--- config.mk ---
export PLATFORM = sky130hd
export DESIGN_NAME = bit_shift_n_flat
export DESIGN_NICKNAME = d
export VERILOG_FILES = /design/src/rtl/bit_shift_n_pkg.sv /design/src/rtl/bit_shift_n_if.sv /design/src/rtl/bit_shift_n.sv /design/src/flat_wrapper.sv
export SDC_FILE = /design/constraint.sdc
export NUM_CORES = 1
export LEC_CHECK = 0
export ABC_AREA = 0
export BUFFER_PORTS_ARGS = -buffer_cell sky130_fd_sc_hd__buf_2
export CAP_MARGIN = 20
export CORE_MARGIN = 8
export CORE_UTILIZATION = 31
export CTS_CLUSTER_DIAMETER = 200
export DETAILED_ROUTE_END_ITERATION = 10
export PLACE_DENSITY = 0.48
export SLEW_MARGIN = 15
export SYNTH_ARGS = -nofsm -noshare
export SYNTH_HDL_FRONTEND = slang
export SYNTH_SLANG_ARGS = --single-unit
--- constraint.sdc ---
create_clock -name clk -period 1.7 [get_ports clk]
set_input_delay 0.17 -clock clk [delete_from_list [all_inputs] [get_ports clk]]
set_output_delay 0.17 -clock clk [all_outputs]
set_load 0.05 [all_outputs]
--- src/rtl/bit_shift_n_pkg.sv ---
// Shared constants for the bit_shift_n shifter: mode encodings and the
// run-control state enum.
package bit_shift_pkg;

    localparam logic [1:0] MODE_FILL     = 2'b00;
    localparam logic [1:0] MODE_ROT      = 2'b01;
    localparam logic [1:0] MODE_ARITH    = 2'b10;
    localparam logic [1:0] MODE_FILL_ALT = 2'b11;

    typedef enum logic {
        ST_IDLE = 1'b0,
        ST_RUN  = 1'b1
    } state_t;

endpackage

--- src/rtl/bit_shift_n_if.sv ---
// Control/data bundle of the bit_shift_n shifter; master drives requests,
// slave (the shifter) returns register contents and run status.
interface bit_shift_n_if #(
    parameter int WIDTH = 8
);
    localparam int CNT_W = $clog2(WIDTH) + 1;

    logic [WIDTH-1:0] in;
    logic             in_lsb;
    logic             in_msb;
    logic             load;
    logic             shift;
    logic             start;
    logic             dir;
    logic [1:0]       mode;
    logic [CNT_W-1:0] amount;
    logic [WIDTH-1:0] out;
    logic             ser_out;
    logic             busy;
    logic             done;

    modport master (
        output in, in_lsb, in_msb, load, shift, start, dir, mode, amount,
        input  out, ser_out, busy, done
    );

    modport slave (
        input  in, in_lsb, in_msb, load, shift, start, dir, mode, amount,
        output out, ser_out, busy, done
    );

endinterface

--- src/rtl/bit_shift_n.sv ---
// Parallel-load shift register with single-step and counted multi-step
// shifting in serial-fill, rotate and arithmetic modes.
module bit_shift_n
    import bit_shift_pkg::*;
#(
    parameter int WIDTH = 8
) (
    input logic           clk,
    input logic           rst_n,
    bit_shift_n_if.slave  bus
);

    localparam int CNT_W = $clog2(WIDTH) + 1;

    logic [WIDTH-1:0] out_r,   out_s;
    logic             ser_r,   ser_s;
    logic             busy_r,  busy_s;
    logic             done_r,  done_s;
    logic [CNT_W-1:0] cnt_r,   cnt_s;
    logic             dir_r,   dir_s;
    logic [1:0]       mode_r,  mode_s;
    state_t           state_r, state_s;
    logic [CNT_W-1:0] amt_s;
    logic [WIDTH:0]   step_live_s;
    logic [WIDTH:0]   step_run_s;

    // One shift step; result is {bit shifted out, new register value}.
    function automatic logic [WIDTH:0] step_f(
        input logic [WIDTH-1:0] cur,
        input logic             d,
        input logic [1:0]       m,
        input logic             lsb,
        input logic             msb
    );
        logic           fill;
        logic [WIDTH:0] res;
        if (d == 1'b0) begin
            case (m)
                MODE_ROT:                fill = cur[WIDTH-1];
                MODE_ARITH:              fill = 1'b0;
                MODE_FILL, MODE_FILL_ALT: fill = lsb;
                default:                 fill = lsb;
            endcase
            res = {cur[WIDTH-1], cur[WIDTH-2:0], fill};
        end else begin
            case (m)
                MODE_ROT:                fill = cur[0];
                MODE_ARITH:              fill = cur[WIDTH-1];
                MODE_FILL, MODE_FILL_ALT: fill = msb;
                default:                 fill = msb;
            endcase
            res = {cur[0], fill, cur[WIDTH-1:1]};
        end
        return res;
    endfunction

    // Next-state and next-output selection: load > start > shift > hold.
    always_comb begin
        out_s   = out_r;
        ser_s   = ser_r;
        done_s  = 1'b0;
        cnt_s   = cnt_r;
        dir_s   = dir_r;
        mode_s  = mode_r;
        state_s = state_r;
        amt_s   = (bus.amount > CNT_W'(WIDTH)) ? CNT_W'(WIDTH) : bus.amount;
        step_live_s = step_f(out_r, bus.dir, bus.mode, bus.in_lsb, bus.in_msb);
        // A run keeps its latched direction/mode but takes the fill bits live.
        step_run_s  = step_f(out_r, dir_r, mode_r, bus.in_lsb, bus.in_msb);

        if (bus.load) begin
            out_s   = bus.in;
            cnt_s   = {CNT_W{1'b0}};
            state_s = ST_IDLE;
        end else begin
            case (state_r)
                ST_IDLE: begin
                    if (bus.start) begin
                        dir_s  = bus.dir;
                        mode_s = bus.mode;
                        cnt_s  = amt_s;
                        if (amt_s != {CNT_W{1'b0}}) begin
                            state_s = ST_RUN;
                        end else begin
                            done_s = 1'b1;
                        end
                    end else if (bus.shift) begin
                        {ser_s, out_s} = step_live_s;
                    end else begin
                        state_s = ST_IDLE;
                    end
                end
                ST_RUN: begin
                    {ser_s, out_s} = step_run_s;
                    cnt_s = cnt_r - CNT_W'(1);
                    if (cnt_r == CNT_W'(1)) begin
                        state_s = ST_IDLE;
                        done_s  = 1'b1;
                    end else begin
                        state_s = ST_RUN;
                    end
                end
                default: begin
                    state_s = ST_IDLE;
                    cnt_s   = {CNT_W{1'b0}};
                end
            endcase
        end

        busy_s = (state_s == ST_RUN);
    end

    // State and output registers with asynchronous clear.
    always_ff @(posedge clk or negedge rst_n) begin
        if (!rst_n) begin
            out_r   <= {WIDTH{1'b0}};
            ser_r   <= 1'b0;
            busy_r  <= 1'b0;
            done_r  <= 1'b0;
            cnt_r   <= {CNT_W{1'b0}};
            dir_r   <= 1'b0;
            mode_r  <= MODE_FILL;
            state_r <= ST_IDLE;
        end else begin
            out_r   <= out_s;
            ser_r   <= ser_s;
            busy_r  <= busy_s;
            done_r  <= done_s;
            cnt_r   <= cnt_s;
            dir_r   <= dir_s;
            mode_r  <= mode_s;
            state_r <= state_s;
        end
    end

    assign bus.out     = out_r;
    assign bus.ser_out = ser_r;
    assign bus.busy    = busy_r;
    assign bus.done    = done_r;

endmodule

--- src/flat_wrapper.sv ---
// flat-port wrapper written by rule: the top's interface ports become plain ports
module bit_shift_n_flat import bit_shift_pkg::*;
#(
    parameter int WIDTH = 8
)
  (clk, rst_n, bus_in, bus_in_lsb, bus_in_msb, bus_load, bus_shift, bus_start, bus_dir, bus_mode, bus_amount, bus_out, bus_ser_out, bus_busy, bus_done);
  bit_shift_n_if #(.WIDTH(WIDTH)) bus_i ();
  input logic clk;
  input logic rst_n;
  input wire logic [$bits(bus_i.in)-1:0] bus_in;
  input wire logic [$bits(bus_i.in_lsb)-1:0] bus_in_lsb;
  input wire logic [$bits(bus_i.in_msb)-1:0] bus_in_msb;
  input wire logic [$bits(bus_i.load)-1:0] bus_load;
  input wire logic [$bits(bus_i.shift)-1:0] bus_shift;
  input wire logic [$bits(bus_i.start)-1:0] bus_start;
  input wire logic [$bits(bus_i.dir)-1:0] bus_dir;
  input wire logic [$bits(bus_i.mode)-1:0] bus_mode;
  input wire logic [$bits(bus_i.amount)-1:0] bus_amount;
  output wire logic [$bits(bus_i.out)-1:0] bus_out;
  output wire logic [$bits(bus_i.ser_out)-1:0] bus_ser_out;
  output wire logic [$bits(bus_i.busy)-1:0] bus_busy;
  output wire logic [$bits(bus_i.done)-1:0] bus_done;
  assign bus_i.in = bus_in;
  assign bus_i.in_lsb = bus_in_lsb;
  assign bus_i.in_msb = bus_in_msb;
  assign bus_i.load = bus_load;
  assign bus_i.shift = bus_shift;
  assign bus_i.start = bus_start;
  assign bus_i.dir = bus_dir;
  assign bus_i.mode = bus_mode;
  assign bus_i.amount = bus_amount;
  assign bus_out = bus_i.out;
  assign bus_ser_out = bus_i.ser_out;
  assign bus_busy = bus_i.busy;
  assign bus_done = bus_i.done;
  bit_shift_n #(.WIDTH(WIDTH)) u_core (.clk(clk), .rst_n(rst_n), .bus(bus_i));
endmodule
==> impl_results.md, run 1 <==
* Status: complete, no violations
* Height of the die at 76.9 µm
* Synth area leaders: sky130_fd_sc_hd__dfrtp_1 39%, sky130_fd_sc_hd__mux2i_1 7.0%, sky130_fd_sc_hd__ha_1 6.5%, sky130_fd_sc_hd__a21oi_1 3.9%, sky130_fd_sc_hd__a211oi_1 3.9%
* Min Clock Period, post-route at 1.50 ns
* Power after layout at 1.37 mW
* Share of layout cells above drive strength 1 at 0.314
* Share of synthesized registers carrying an async set or reset at 1.00
* Post-route clock skew at 0.00128 ns
* Clock network latency to the later pin of the worst-skew pair at 0.25 ns
* FF-to-FF path depth at 6
* Crit path kind: reg2reg
* Post-synth design cell area at 0.00115 mm²
* Number of detailed-route iterations in the first pass at 4
* PD cells at 957 mW/mm²
* Type of the worst min-delay path: in2reg
* Maximum number of pins on one net before global-route repair at 19
* Top_reg_cell synth: sky130_fd_sc_hd__dfrtp_1
* Layout filler cell count at 390
* Unrepaired setup endpoints after global routing: false
* Critical Path Sink Type: flip-flop
* Worst slew pin tran at 0.428 ns
* Peak supply drop at 439 µV
* Post-cts sizing count at 0
* Number of setup buffers added after CTS at 0
* Mean post-synth cell area at 9.83 µm²
* Max Freq at 665 MHz
* Number of clock sinks seen by CTS at 18
* Cell types with the highest counts after synthesis: 18 x sky130_fd_sc_hd__dfrtp_1, 12 x sky130_fd_sc_hd__inv_1, 9 x sky130_fd_sc_hd__a21oi_1
* Sum Neg Setup Slack at 0 ns
* Post-layout worst setup margin at 0.197 ns
* Slew HR at 0.715
* Number of antenna violations at the first check in global routing at 0
* CTS tree: done
* Most area-hungry cell type in the Yosys netlist: sky130_fd_sc_hd__dfrtp_1
* Data required time of the critical path at 1.82 ns
* Routed length per instance at 15.3 µm
* Number of routed nets with antenna violations at 0
* Yosys Warn Count at 0
* Area fraction of the dominant cell type after synthesis at 0.392
* Layout overhead on the synthesized area at 24.6%
* Post-layout net count at 182
* Global router's overall resource usage at 0.105
* Remaining design rule violation count at 0
* Number of synthesized flops with an enable pin at 0
* Initial core utilization at 0.319
* Buffer type at the clock tree root: sky130_fd_sc_hd__clkbuf_8
* Die width at 76.9 µm
* Setup Slack @ Placement at 0.166 ns
* Hold Violations, Final at 0
* Post-CTS clock slew at the launch and capture registers of the worst setup and hold paths at 0.07 ns
* Cell row count at 22
* Startpoint class of the critical path: flip-flop
* Global-route wire length before repair at 5.17 mm
* Count of buffers from port buffering at 32
* Leading cell type by number of instances after synthesis: sky130_fd_sc_hd__dfrtp_1
* Worst EP arrival at 1.62 ns
* Number of failing setup endpoints in the final timing report at 0
* Final RePlAce weighted congestion at 0.781
* Distinct cell type count of the synthesized netlist at 34
* Violation count after the first detailed-route iteration at 54
* Floorplan Core Area at 0.00361 mm²
* Mapped Nets at 145
* IO Pins at 33
* Antenna diode count at 0
* Number of global-route vias before repair at 1075
* Hold depth at 3
* Vias per inst at 5.15
* Number of buffers between clock root and the deepest sink at 2
* Number of maximum-capacitance violations at 0
* Total via count in the routed design at 1035
* Die Footprint at 0.00591 mm²
* Hold_ws at 0.165 ns
* Number of levels in the clock H-tree at 1
* Number of buffers inserted during clock tree synthesis at 3
* Total global routing overflow at 0
* Gate count after technology mapping at 117
* Sequential element share of the synthesized area at 0.392
* Final HPWL from detailed placement at 2.40 mm
* Standby leakage power at 0.687 nW
* Highest fanout seen on the critical path at 2
* Total of flip-flops plus latches after synthesis at 18
* Total wirelength of the detailed-routed design at 3.08 mm
* Final Cycle Share at 0.884
* Final Max Tran Viols at 0
==> power by group <==
| group | internal [mW] | switching, mW |
|---|---|---|
| clock | 0.206 | 0.148 |
| combinational | 0.169 | 0.295 |
| sequential | 0.486 | 0.0670 |
| total | 0.860 | 0.510 |
==> critical path: stages, from the launching register on <==
cell and delay [ns]:
sky130_fd_sc_hd__dfrtp_1 0.36, sky130_fd_sc_hd__inv_1 0.06, sky130_fd_sc_hd__ha_1 0.31, sky130_fd_sc_hd__mux2i_1 0.18, sky130_fd_sc_hd__a21oi_1 0.08, sky130_fd_sc_hd__a2111oi_0 0.29, sky130_fd_sc_hd__a221oi_1 0.10
==> timing repair <==
item                                   CTS  global route
hold buffers                             1             0
endpoints found under the hold margin   18             0
setup endpoints to repair                0             0
==> through the flow <==
stage	instances	util	area (µm²)
after global routing	201	0.397	1430
after floorplan	117	-	1150
after detailed placement	196	0.379	1370
final	201	0.397	1430
after global placement	196	0.379	1370
after CTS	201	0.397	1430
==> logic make-up (layout without fill, tap and decap cells) <==
kind of cell    count (synthesis)  in the layout  synth area share
fa+ha+maj                       6              6            0.0653
buf+inv                        17             53            0.0675
simple gates                   23             23             0.121
mux                            10             10            0.0990
flops                          18             18             0.392
xor+xnor                        1              1           0.00762
compound gates                 42             42             0.248
==> path summary, 6_finish.rpt <==
kind,from,end,slack (ns)
worst max-delay path,u_core.mode_r[0],u_core.bus.out[7],0.20
worst min-delay path,bus_in[5],u_core.bus.out[5],0.16
worst max register to register,u_core.mode_r[0],u_core.bus.out[7],0.20
worst min register to register,u_core.bus.ser_out,u_core.bus.ser_out,0.49
max in group asynchronous,rst_n,u_core.bus.out[0],1.01
min in group asynchronous,rst_n,u_core.bus.out[3],0.39
==> layer usage <==
metal | track usage | wire length (µm) | vias to the layer above
met5 | 0 | 0 | -
met4 | 0.0346 | 37 | 0
met3 | 0.0280 | 146 | 5
met2 | 0.174 | 1500 | 22
met1 | 0.126 | 1390 | 506
li1 | - | - | 502
==> cell usage in the layout (no fill, tap or decap) <==
cell and instances:
sky130_fd_sc_hd__nor4_1 1, sky130_fd_sc_hd__and2b_2 2, sky130_fd_sc_hd__a221oi_1 3, sky130_fd_sc_hd__a32oi_1 1, sky130_fd_sc_hd__a211oi_1 6, sky130_fd_sc_hd__a21oi_1 9, sky130_fd_sc_hd__mux2i_1 8, sky130_fd_sc_hd__clkbuf_8 4
sky130_fd_sc_hd__nor3_1 1, sky130_fd_sc_hd__a22oi_1 6, sky130_fd_sc_hd__a311o_1 1, sky130_fd_sc_hd__dfrtp_1 18, sky130_fd_sc_hd__nand3b_1 1, sky130_fd_sc_hd__a311oi_1 1, sky130_fd_sc_hd__a21boi_0 1, sky130_fd_sc_hd__nand2_1 7
sky130_fd_sc_hd__a31oi_1 1, sky130_fd_sc_hd__nor2b_4 2, sky130_fd_sc_hd__a2111oi_0 1, sky130_fd_sc_hd__xnor2_1 1, sky130_fd_sc_hd__mux2_2 1, sky130_fd_sc_hd__o21ai_1 6, sky130_fd_sc_hd__or2b_1 1, sky130_fd_sc_hd__buf_2 32
sky130_fd_sc_hd__o21bai_4 1, sky130_fd_sc_hd__mux2i_4 1, sky130_fd_sc_hd__buf_4 4, sky130_fd_sc_hd__o21ai_0 5, sky130_fd_sc_hd__nor3_2 1, sky130_fd_sc_hd__ha_1 6, sky130_fd_sc_hd__dlygate4sd3_1 1, sky130_fd_sc_hd__inv_1 12
sky130_fd_sc_hd__nor4b_1 1, sky130_fd_sc_hd__nor2_1 6
==> registers in the layout, indices dropped and copies added, names as in the netlist <==
name	flops
u_core.bus.busy	1
u_core.bus.out	8
u_core.cnt_r	4
u_core.dir_r	1
u_core.bus.ser_out	1
u_core.bus.done	1
u_core.mode_r	2
==> layout make-up <==
cell class,count,area (µm²),share of cell area
Multi-Input combinational cell,82,622,0.434
Inverter,12,45.0,0.0314
Timing Repair Buffer,37,200,0.140
Sequential cell,18,450,0.314
Tap cell,48,60.1,0.0419
Clock buffer,4,55.1,0.0384
No activity file was read; power rests on OpenSTA's default activity.
==> run 2: changes to the inputs <==
==> constraint.sdc (replaced) <==
create_clock -name clk -period 1.8 [get_ports clk]
set_input_delay 0.18 -clock clk [delete_from_list [all_inputs] [get_ports clk]]
set_output_delay 0.18 -clock clk [all_outputs]
set_load 0.05 [all_outputs]
==> impl_results.md, run 2 (synthesis gave the netlist of run 1 again) <==
* Startpoint class of the critical path: flip-flop (unchanged)
* Share of layout cells above drive strength 1 at 0.300 (was 0.314)
* Count of buffers from port buffering at 32 (unchanged)
* Status: complete, no violations (unchanged)
* Critical Path Sink Type: flip-flop (unchanged)
* Total via count in the routed design at 1003 (was 1035)
* Unrepaired setup endpoints after global routing: false (unchanged)
* Min Clock Period, post-route at 1.58 ns (was 1.50 ns)
* Final Max Tran Viols at 0 (unchanged)
* Min-Delay Endpoint: u_core.bus.out[1] (was u_core.bus.out[5])
* Register-to-register path setup slack at 0.22 ns (was 0.20 ns)
* Crit path kind: reg2reg (unchanged)
* Number of detailed-route iterations in the first pass at 4 (unchanged)
* Max reg flops at 8 (unchanged)
* Global router's overall resource usage at 0.107 (was 0.105)
* Vias per inst at 5.07 (was 5.15)
* Initial core utilization at 0.319 (unchanged)
* Worst EP arrival at 1.73 ns (was 1.62 ns)
* Hold Violations, Final at 0 (unchanged)
* Worst slew pin tran at 0.517 ns (was 0.428 ns)
* Height of the die at 76.9 µm (unchanged)
* Origin of the critical flop-to-flop path: u_core.bus.busy (was u_core.mode_r[0])
* Routed length per instance at 15.3 µm (about the same)
* Final Cycle Share at 0.876 (was 0.884)
* Number of routed nets with antenna violations at 0 (unchanged)
* Buffer type at the clock tree root: sky130_fd_sc_hd__clkbuf_8 (unchanged)
* Violation count after the first detailed-route iteration at 41 (was 54)
* Antenna diode count at 0 (unchanged)
* Sum Neg Setup Slack at 0 ns (unchanged)
* Number of failing setup endpoints in the final timing report at 0 (unchanged)
* Maximum number of pins on one net before global-route repair at 20 (was 19)
* Number of buffers inserted during clock tree synthesis at 3 (unchanged)
* Hold depth at 3 (unchanged)
* Post-route clock skew at 0.00230 ns (was 0.00128 ns)
* Commonest non-fill, non-tap cells in the layout: 32 x sky130_fd_sc_hd__buf_2, 18 x sky130_fd_sc_hd__dfrtp_1, 12 x sky130_fd_sc_hd__inv_1 (unchanged)
* Number of antenna violations at the first check in global routing at 0 (unchanged)
* IO Pins at 33 (unchanged)
* Startpoint of the lowest-slack hold path: bus_in[1] (was bus_in[5])
* Remaining design rule violation count at 0 (unchanged)
* Cell row count at 22 (unchanged)
* Die Footprint at 0.00591 mm² (unchanged)
* PD cells at 918 mW/mm² (was 957 mW/mm²)
* Total global routing overflow at 0 (unchanged)
* Reg2Reg Capture Point: u_core.dir_r (was u_core.bus.out[7])
* Number of buffers between clock root and the deepest sink at 2 (unchanged)
* Global-route wire length before repair at 5.17 mm (unchanged)
* Post-layout net count at 179 (was 182)
* CTS tree: done (unchanged)
* Data required time of the critical path at 1.95 ns (was 1.82 ns)
* Type of the worst min-delay path: in2reg (unchanged)
* Post-CTS clock slew at the launch and capture registers of the worst setup and hold paths at 0.07 ns (about the same)
* Number of maximum-capacitance violations at 0 (unchanged)
* Final RePlAce weighted congestion at 0.759 (was 0.781)
* FF-to-FF path depth at 4 (was 6)
* Total wirelength of the detailed-routed design at 3.03 mm (was 3.08 mm)
* Peak supply drop at 382 µV (was 439 µV)
* Standby leakage power at 0.672 nW (was 0.687 nW)
* Highest fanout seen on the critical path at 10 (was 2)
* Most common library cell in the layout ignoring fill and taps: sky130_fd_sc_hd__buf_2 (unchanged)
* Number of clock sinks seen by CTS at 18 (unchanged)
* Final HPWL from detailed placement at 2.26 mm (was 2.40 mm)
* Final Instance Count excl. Fillers at 198 (was 201)
* Clock network latency to the later pin of the worst-skew pair at 0.26 ns (was 0.25 ns)
* Number of levels in the clock H-tree at 1 (unchanged)
* Max Freq at 634 MHz (was 665 MHz)
* Number of global-route vias before repair at 1060 (was 1075)
* Number of setup buffers added after CTS at 0 (unchanged)
* Floorplan Core Area at 0.00361 mm² (unchanged)
* Critical Path Source: u_core.bus.busy (was u_core.mode_r[0])
* Slew HR at 0.654 (was 0.715)
* Die width at 76.9 µm (unchanged)
* Layout overhead on the synthesized area at 22.6% (was 24.6%)
* Total placed cells including tap cells at 193 (was 196)
## run 2: cell count changes in the layout (fill, tap and decap cells not counted), sizes merged
cell | before | now
buf | 36 | 33
## run 2: how the worst max path moves through the flow
stage	to	slack [ns]	cells after the start
global route	u_core.bus.out[7]	0.15	4
CTS	u_core.dir_r	0.22	4
floorplan	u_core.bus.out[7]	0.16	5
global placement	u_core.dir_r	0.22	4
detailed placement	u_core.dir_r	0.23	4
finish	u_core.dir_r	0.22	4
## run 2: where the power goes
part / internal, mW / leakage (nW) / switching, mW
Sequential: 0.458 / 0.223 / 0.0661
Clock: 0.195 / 0.0288 / 0.148
Combinational: 0.154 / 0.420 / 0.273
## run 2: cell type report
class / count / area, µm²
fillers: 392 / 2200
well taps: 48 / 60.1
multi-input cells: 82 / 622
repair buffers: 34 / 178
clock buffers: 4 / 55.1
flip-flops and latches: 18 / 450
inverters: 12 / 45.0
## run 2: timing repair
action | in CTS | in global routing
resized for setup | 0 | 0
hold buffers | 1 | 0
hold endpoints to repair | 18 | 0
## run 2: critical path, stage by stage (launching register included)
cell and delay [ns]:
sky130_fd_sc_hd__dfrtp_1 0.52, sky130_fd_sc_hd__buf_4 0.24, sky130_fd_sc_hd__nor2b_4 0.17, sky130_fd_sc_hd__and2b_2 0.21, sky130_fd_sc_hd__mux2_2 0.33
## run 2: stage by stage
stage	cell area (µm²)	utilization	setup WS (ns)	total power, mW	hold WS, ns
after detailed placement	1350	0.373	0.230	0.963	0.152
after floorplan	1150	-	0.158	0.838	-0.116
after CTS	1410	0.391	0.216	1.32	0.163
final	1410	0.391	0.223	1.29	0.170
after global placement	1350	0.373	0.221	0.958	0.147
after global routing	1410	0.391	0.149	1.39	0.154
## run 2: metal layers
| metal | GRT usage | vias to the layer above | part of all wire |
|---|---|---|---|
| li1 | - | 496 | - |
| met1 | 0.131 | 482 | 0.47 |
| met2 | 0.167 | 20 | 0.47 |
| met3 | 0.0408 | 5 | 0.049 |
| met4 | 0.0365 | 0 | 0.013 |
| met5 | 0 | - | 0 |
==> run 3: changes to the inputs <==
--- a/config.mk
+++ b/config.mk
@@ -13,6 +13,7 @@
 export CTS_CLUSTER_DIAMETER = 200
 export DETAILED_ROUTE_END_ITERATION = 10
 export PLACE_DENSITY = 0.48
+export RECOVER_POWER = 50
 export SLEW_MARGIN = 15
 export SYNTH_ARGS = -nofsm -noshare
 export SYNTH_HDL_FRONTEND = slang
==> impl_results.md, run 3 (synthesis gave the netlist of run 1 again) <==
* Initial core utilization at 0.319 (unchanged)
* Final HPWL from detailed placement at 2.26 mm (unchanged)
* Remaining design rule violation count at 0 (unchanged)
* Startpoint class of the critical path: flip-flop (unchanged)
* Violation count after the first detailed-route iteration at 40 (was 41)
* Count of buffers from port buffering at 32 (unchanged)
* Unrepaired setup endpoints after global routing: false (unchanged)
* Max layer used: met4 (unchanged)
* Routed length per instance at 15.2 µm (was 15.3 µm)
* Number of setup buffers added after CTS at 0 (unchanged)
* Origin of the critical flop-to-flop path: u_core.bus.busy (unchanged)
* Max reg flops at 8 (unchanged)
* Min Clock Period, post-route at 1.58 ns (about the same)
* Cell row count at 22 (unchanged)
* Cell area after layout at 0.00140 mm² (was 0.00141 mm²)
* Global router's overall resource usage at 0.107 (unchanged)
* Worst EP arrival at 1.73 ns (about the same)
* Share of layout cells above drive strength 1 at 0.260 (was 0.300)
* Number of global-route vias before repair at 1060 (unchanged)
* Highest fanout seen on the critical path at 10 (unchanged)
* Number of failing setup endpoints in the final timing report at 0 (unchanged)
* Metal-1 WL at 1.40 mm (was 1.42 mm)
* Number of detailed-route iterations in the first pass at 4 (unchanged)
* Final RePlAce weighted congestion at 0.759 (unchanged)
* Status: complete, no violations (unchanged)
* Number of routed nets with antenna violations at 0 (unchanged)
* Number of levels in the clock H-tree at 1 (unchanged)
* Crit path kind: reg2reg (unchanged)
* PD cells at 921 mW/mm² (was 918 mW/mm²)
* Startpoint of the lowest-slack hold path: bus_in[0] (was bus_in[1])
* Peak supply drop at 381 µV (was 382 µV)
* Total wirelength of the detailed-routed design at 3.02 mm (was 3.03 mm)
* IO Pins at 33 (unchanged)
* Number of maximum-capacitance violations at 0 (unchanged)
* Clock network latency to the later pin of the worst-skew pair at 0.26 ns (about the same)
* Routed met3 length at 169 µm (was 147 µm)
* Final Max Tran Viols at 0 (unchanged)
* Buffer type at the clock tree root: sky130_fd_sc_hd__clkbuf_8 (unchanged)
* Global-route wire length before repair at 5.17 mm (unchanged)
* CTS tree: done (unchanged)
* Layout overhead on the synthesized area at 22.0% (was 22.6%)
* Floorplan Core Area at 0.00361 mm² (unchanged)
* Final Cycle Share at 0.876 (about the same)
* Post-layout net count at 179 (unchanged)
* Number of buffers between clock root and the deepest sink at 2 (unchanged)
* Most common library cell in the layout ignoring fill and taps: sky130_fd_sc_hd__buf_2 (unchanged)
* Standby leakage power at 0.653 nW (was 0.672 nW)
* Maximum number of pins on one net before global-route repair at 20 (unchanged)
* Sum Neg Setup Slack at 0 ns (unchanged)
* Number of buffers inserted during clock tree synthesis at 3 (unchanged)
* Die width at 76.9 µm (unchanged)
* Vias per inst at 5.10 (was 5.07)
* Post-CTS clock slew at the launch and capture registers of the worst setup and hold paths at 0.07 ns (about the same)
* Number of clock sinks seen by CTS at 18 (unchanged)
* Power after layout at 1.29 mW (about the same)
* Height of the die at 76.9 µm (unchanged)
* Antenna diode count at 0 (unchanged)
* Die Footprint at 0.00591 mm² (unchanged)
* Number of antenna violations at the first check in global routing at 0 (unchanged)
* Type of the worst min-delay path: in2reg (unchanged)
* Hold_ws at 0.175 ns (was 0.170 ns)
* Final core occ at 0.389 (was 0.391)
* Worst slew pin tran at 1.04 ns (was 0.517 ns)
* Data required time of the critical path at 1.95 ns (about the same)
* Slew HR at 0.307 (was 0.654)
* Placed cell area at 0.00135 mm² (unchanged)
* Post-route clock skew at 0.00145 ns (was 0.00230 ns)
* Hold Violations, Final at 0 (unchanged)
* Detailed-routed wire length on met2 at 1.41 mm (was 1.42 mm)
* Total via count in the routed design at 1009 (was 1003)
* Max Freq at 634 MHz (about the same)
* Critical Path Source: u_core.bus.busy (unchanged)
* Commonest non-fill, non-tap cells in the layout: 26 x sky130_fd_sc_hd__buf_2, 18 x sky130_fd_sc_hd__dfrtp_1, 12 x sky130_fd_sc_hd__inv_1 (was 32 x sky130_fd_sc_hd__buf_2, 18 x sky130_fd_sc_hd__dfrtp_1, 12 x sky130_fd_sc_hd__inv_1)
* Total global routing overflow at 0 (unchanged)
* Critical Path Sink Type: flip-flop (unchanged)
-- run 3: cell types whose count changed in the layout (fill, tap and decap cells not counted) --
cell and delta:
sky130_fd_sc_hd__buf_2 -6, sky130_fd_sc_hd__clkbuf_1 +6
-- run 3: worst paths after layout --
check	slack (ns)	cells past startpoint	to
worst max-delay path	0.22	4	u_core.dir_r
worst min-delay path	0.17	3	u_core.bus.out[0]
worst max register to register	0.22	4	u_core.dir_r
worst min register to register	0.49	2	u_core.bus.ser_out
max in group asynchronous	0.55	2	u_core.cnt_r[1]
min in group asynchronous	0.63	2	u_core.bus.out[3]
-- run 3: power by group --
part           internal, mW  switching (mW)  leakage [nW]
Combinational         0.149           0.273         0.401
Sequential            0.458          0.0664         0.223
Clock                 0.195           0.150        0.0288
-- run 3: metal layers --
| metal | vias up | track usage |
|---|---|---|
| met2 | 25 | 0.167 |
| met1 | 484 | 0.131 |
| met4 | 0 | 0.0365 |
| li1 | 495 | - |
| met5 | - | 0 |
| met3 | 5 | 0.0408 |
-- run 3: worst max-delay path, stage by stage (launching register included) --
cell	delay (ns)
sky130_fd_sc_hd__dfrtp_1	0.51
sky130_fd_sc_hd__buf_4	0.24
sky130_fd_sc_hd__nor2b_4	0.17
sky130_fd_sc_hd__and2b_2	0.21
sky130_fd_sc_hd__mux2_2	0.33
-- run 3: cell type report --
| class | count | area [µm²] |
|---|---|---|
| flip-flops and latches | 18 | 450 |
| multi-input cells | 82 | 622 |
| well taps | 48 | 60.1 |
| repair buffers | 34 | 170 |
| fillers | 394 | 2200 |
| clock buffers | 4 | 55.1 |
| inverters | 12 | 45.0 |
-- run 3: repair_timing --
action,in CTS,in global routing
hold buffers,1,0
setup endpoints to repair,0,0
gates resized for setup,0,0
endpoints found under the hold margin,18,0
-- run 3: through the flow --
step                worst slack, ns  std cells
floorplan                     0.158        117
global placement              0.221        193
detailed placement            0.230        193
CTS                           0.216        198
global route                  0.149        198
finish                        0.223        198
